--- src/rtl/ttl_gate_array_filtered_pkg.sv ---
// Shared gate-function encoding and the per-channel gate evaluation used by ttl_gate_array_filtered.
package ttl_gate_array_filtered_pkg;

    typedef enum logic [2:0] {
        MODE_AND   = 3'b000,
        MODE_NAND  = 3'b001,
        MODE_OR    = 3'b010,
        MODE_NOR   = 3'b011,
        MODE_XOR   = 3'b100,
        MODE_XNOR  = 3'b101,
        MODE_NOR_A = 3'b110,
        MODE_NOR_B = 3'b111
    } gate_mode_e;

    // Reductions are computed by the caller so the function stays independent of WIDTH_IN.
    function automatic logic gate_eval(gate_mode_e mode, logic all_ones, logic any_one,
                                       logic parity);
        logic res;
        case (mode)
            MODE_AND:  res = all_ones;
            MODE_NAND: res = ~all_ones;
            MODE_OR:   res = any_one;
            MODE_XOR:  res = parity;
            MODE_XNOR: res = ~parity;
            default:   res = ~any_one;
        endcase
        return res;
    endfunction

endpackage

--- src/rtl/ttl_gate_array_filtered_filter_cell.sv ---
// One channel's glitch filter: a result must differ from Y for FILTER_CYCLES sampled cycles to be taken.
module ttl_gate_filter_cell #(
    parameter int FILTER_CYCLES = 2
) (
    input  logic Clk,
    input  logic Clear_bar,
    input  logic Enable,
    input  logic restart_i,
    input  logic comp_i,
    output logic y_o,
    output logic changed_o
);

    localparam int CNT_W = (FILTER_CYCLES < 2) ? 1 : $clog2(FILTER_CYCLES + 1);
    localparam logic [CNT_W-1:0] CNT_LAST = CNT_W'(FILTER_CYCLES - 1);

    logic [CNT_W-1:0] cnt_q, cnt_d;
    logic             y_q, y_d;
    logic             changed_q, changed_d;

    always_comb begin
        // NOTE: every next-state value gets a default first so no path leaves it unassigned (no latch).
        cnt_d     = cnt_q;
        y_d       = y_q;
        changed_d = 1'b0;
        if (Enable) begin
            if (restart_i) begin
                cnt_d = '0;
            end else if (comp_i == y_q) begin
                cnt_d = '0;
            end else if (cnt_q == CNT_LAST) begin
                y_d       = comp_i;
                cnt_d     = '0;
                changed_d = 1'b1;
            end else begin
                cnt_d = cnt_q + CNT_W'(1);
            end
        end
    end

    // NOTE: state registers use non-blocking assignments so all flops update from pre-edge values.
    always_ff @(posedge Clk) begin
        if (!Clear_bar) begin
            cnt_q     <= '0;
            y_q       <= 1'b0;
            changed_q <= 1'b0;
        end else begin
            cnt_q     <= cnt_d;
            y_q       <= y_d;
            changed_q <= changed_d;
        end
    end

    assign y_o       = y_q;
    assign changed_o = changed_q;

endmodule

--- src/rtl/ttl_gate_array_filtered.sv ---
// Bank of BLOCKS run-time selectable WIDTH_IN-input gates with registered, glitch-filtered outputs.
module ttl_gate_array_filtered
    import ttl_gate_array_filtered_pkg::*;
#(
    parameter int BLOCKS        = 3,
    parameter int WIDTH_IN      = 3,
    parameter int FILTER_CYCLES = 2,
    parameter int DELAY_RISE    = 0,
    parameter int DELAY_FALL    = 0
) (
    input  logic                         Clk,
    input  logic                         Clear_bar,
    input  logic                         Enable,
    input  logic [2:0]                   Mode,
    input  logic [BLOCKS*WIDTH_IN-1:0]   A_2D,
    output logic [BLOCKS-1:0]            Y,
    output logic [BLOCKS-1:0]            Changed
);

    // Output delays are a simulation-model notion; this implementation is zero-delay.
    if (WIDTH_IN < 1 || FILTER_CYCLES < 1 || DELAY_RISE < 0 || DELAY_FALL < 0) begin : g_bad_params
        $error("ttl_gate_array_filtered: illegal parameter value");
    end

    gate_mode_e mode_q;
    logic       restart;

    always_ff @(posedge Clk) begin
        if (!Clear_bar || Enable) begin
            mode_q <= gate_mode_e'(Mode);
        end
    end

    assign restart = (Mode != mode_q);

    for (genvar i = 0; i < BLOCKS; i++) begin : g_ch
        logic [WIDTH_IN-1:0] a_ch;
        logic                comp;

        assign a_ch = A_2D[i*WIDTH_IN +: WIDTH_IN];
        assign comp = gate_eval(mode_q, &a_ch, |a_ch, ^a_ch);

        ttl_gate_filter_cell #(
            .FILTER_CYCLES (FILTER_CYCLES)
        ) u_cell (
            .Clk       (Clk),
            .Clear_bar (Clear_bar),
            .Enable    (Enable),
            .restart_i (restart),
            .comp_i    (comp),
            .y_o       (Y[i]),
            .changed_o (Changed[i])
        );
    end

endmodule

--- config.mk ---
export PLATFORM = sky130hd
export DESIGN_NAME = ttl_gate_array_filtered
export DESIGN_NICKNAME = d
export VERILOG_FILES = /design/src/rtl/ttl_gate_array_filtered_pkg.sv /design/src/rtl/ttl_gate_array_filtered_filter_cell.sv /design/src/rtl/ttl_gate_array_filtered.sv
export SDC_FILE = /design/constraint.sdc
export NUM_CORES = 1
export LEC_CHECK = 0
export CORE_MARGIN = 3
export CORE_UTILIZATION = 45
export DETAILED_ROUTE_END_ITERATION = 8
export GPL_ROUTABILITY_DRIVEN = 0
export PLACE_DENSITY_LB_ADDON = 0.3
export SLEW_MARGIN = 5
export SYNTH_ARGS = -nofsm -noshare
export SYNTH_HDL_FRONTEND = slang
export SYNTH_SLANG_ARGS = --single-unit
--- constraint.sdc ---
create_clock -name Clk -period 2.7 [get_ports Clk]
set_input_delay 0.27 -clock Clk [delete_from_list [all_inputs] [get_ports Clk]]
set_output_delay 0.27 -clock Clk [all_outputs]
set_load 0.01 [all_outputs]
==> impl_results.md <==
* Final Hold Viols at 0
* Avg Inst Size Synth at 8.64 um2
* Final net count at 170
* Worst-Margin Slew at 0.864 ns
* Setup violations, final at 0
* First-pass GRT wire length at 4380 um
* Main combinational cell family by area after synthesis: simple AND/OR/NAND/NOR gates
* Postcts setup bufs at 0
* Number of global-route vias before repair at 1014
* Xor/xnor share of the synthesized area at 0.0658
* Library cells used by synthesis at 39
* CTS clk-pin slew, worst paths at 0.09 ns
* Post-Route WL at 2580 um
* Clock Latency Late Sink at 0.28 ns
* Number of cells on the worst hold path at 1
* HP Class: register to register
* Critical path type: input pin to register
* GRT Resource Usage Total at 0.170
* Drt drc at 0
* Core Region at 2300 um2
* Clock Skew at 0.00257 ns
* RSZ-0062 raised after global routing: no
* Async set-reset flop share out of synthesis at 0
* Syn. warnings at 0
* Die area at 3180 um2
* Synth Area in Compound Gates at 0.156
* HPWL Detailed at 1940 um
* Data required time of the worst path at 2.87 ns
* FF+latch area at 330 um2
* Via density at 5.88
* CTS Buf Count at 3
* Sum Neg Setup Slack at 0 ns
* ANT cells at 0
* CTS tree: built
* Post-route ant nets at 0
* PwrDens at 386 nW/um2
* Vias at 1034
* Outcome: completed
* Clock sink count at 15
* Synth Area in Simple Gates at 0.293
* Most used DFF post-synth: dfxtp_1
* GRT overflow at 0
* Pleak at 0.000515 uW
* Min Tclk post-route at 2.26 ns
* IO Pins at 21
* Crit path launch type: input pin
* Worst path max stage delay at 0.70 ns
* Cell Chain, Critical Path: clkdlybuf4s50_1 > inv_1 > ha_1 > and2b_1 > o41ai_1 > nor2_1 > o311ai_0
* Number of synthesized register bits at 15
* Post-Syn Instances at 132
* Worst slew margin at 0.416
* Total Power at 513 uW
* Fin. max-slew vios at 0
* R2R depth at 4
* WHS at 0.458 ns
* Root buf cell: clkbuf_4
* Share of layout cells above drive strength 1 at 0.101
* Part of the cycle the worst path needs at 0.836
* Mapped Area at 1140 um2
* Post-synthesis adder-cell area fraction at 0.0658
* Endpoint class of the critical path: register
* # hold bufs at CTS at 0
* DRT iter0 DRCs at 44
* Post-Syn Nets at 153
* Crit path DAT at 2.42 ns
* Routed length per instance at 14.7 um
* Port-buffer cells at 20
* CP Max Fanout at 6
* Sequential element share of the synthesized area at 0.289
* Area growth syn-to-layout at 16.3%
* Maximum VDD drop at 234 uV
* Fill cell count at 214
* Htree depth at 1
* Number of detailed-route iterations in the first pass at 4
* Multi-input gate area at 672 um2
* CP max stage cell: o41ai_1
* Max-Cap Viols at 0
* Die Width at 56.4 um
* Post-CTS resize count at 0
* # rows at 17
* Fmax at 0.443 GHz
* Largest net degree at the start of global routing at 15
* Die Height at 56.4 um
* Mux contribution to synthesized area at 0.00877
* Initial antenna violation count at 0
* EDFF count, synth at 3
* Clock buffer depth at 2
* Initial Util at 0.497
[area by class of cell]
type	count	share of cell area
well taps	28	0.0264
inverters	13	0.0368
clock buffers	4	0.0198
multi-input cells	94	0.506
flip-flops and latches	15	0.249
repair buffers	22	0.162
[where the power goes]
| part | switching [uW] | internal (uW) | leakage (uW) |
|---|---|---|---|
| sequential | 15.3 | 234 | 0.000127 |
| combinational | 68.6 | 65.4 | 0.000373 |
| clock | 71.6 | 57.2 | 0.0000150 |
| total | 156 | 357 | 0.000515 |
[registers in the layout (all words and copies together) (netlist names)]
register               flops
g_ch.u_cell.changed_o      3
mode_q                     3
g_ch.u_cell.y_o            3
g_ch.u_cell.cnt_q          6
[synthesized netlist by cell type (all sizes together), types with 2 or more instances]
library cell,count,area share
nor2,12,0.042
inv,13,0.043
and4bb,2,0.022
and3,2,0.011
o41ai,2,0.015
a21oi,6,0.026
xor2,4,0.031
o211ai,2,0.018
nor3,4,0.018
nor4,4,0.022
dfxtp,12,0.21
nand3,2,0.0088
nand3b,4,0.026
xnor2,2,0.015
o221ai,2,0.021
ha,6,0.066
a311oi,3,0.023
o21ai,4,0.018
or4,7,0.056
buf,10,0.079
nand2,14,0.046
edfxtp,3,0.079
[metrics by stage]
| stage | cell area [um2] | std cells | utilization | setup WS [ns] |
|---|---|---|---|---|
| finish | 1330 | 176 | 0.578 | 0.442 |
| global route | 1330 | 176 | 0.578 | 0.307 |
| CTS | 1330 | 176 | 0.578 | 0.449 |
| detailed placement | 1300 | 172 | 0.566 | 0.128 |
| global placement | 1300 | 172 | 0.566 | 0.348 |
| floorplan | 1140 | 132 | - | 0.766 |
[per-layer routing]
layer	track usage	share of wire
met5	0	0
met2	0.294	0.50
met4	0.0610	0.0097
met1	0.200	0.43
met3	0.0460	0.062
[path summary, 6_finish.rpt]
kind / to / startpoint / slack [ns]
max: g_ch[2].u_cell.cnt_q[1]$_SDFFE_PN0P_ / A_2D[6] / 0.44
min reg2reg: g_ch[0].u_cell.changed_o$_SDFF_PP0_ / g_ch[0].u_cell.cnt_q[1]$_SDFFE_PN0P_ / 0.46
max reg2reg: g_ch[2].u_cell.cnt_q[1]$_SDFFE_PN0P_ / mode_q[0]$_DFFE_PP_ / 0.52
min: g_ch[0].u_cell.changed_o$_SDFF_PP0_ / g_ch[0].u_cell.cnt_q[1]$_SDFFE_PN0P_ / 0.46
[cells in the final DEF (no fill, tap or decap), types with 2 or more instances in the layout]
cell and n:
inv_1 13, dfxtp_1 12, nor4_1 4, o41ai_1 2, or4_1 4, clkdlybuf4s50_1 20, clkbuf_4 3, or4_4 3
o21ai_0 4, and4bb_2 2, nand3b_1 4, xnor2_1 2, nor3_1 4, and3_1 2, a311oi_1 3, nand3_1 2
buf_4 2, edfxtp_1 3, xor2_1 4, a21oi_1 6, ha_1 6, nand2_1 14, nor2_1 11
[worst max-delay path, delay by kind of cell]
kind,cells,cell delay [ns]
AOI/OAI and AO/OA,2,1.09
adders and majority gates,1,0.19
buffers and inverters,2,0.54
and+or+nand+nor,2,0.34
[cell families (layout without fill, tap and decap cells)]
kind of cell	after synthesis	in the layout
AOI/OAI and AO/OA	23	23
xor gates and xnor gates	7	7
adders and majority gates	6	6
buffers and inverters	23	39
DFF	15	15
muxes	1	1
and+or+nand+nor	57	57
(Power assumes the default switching activity.)
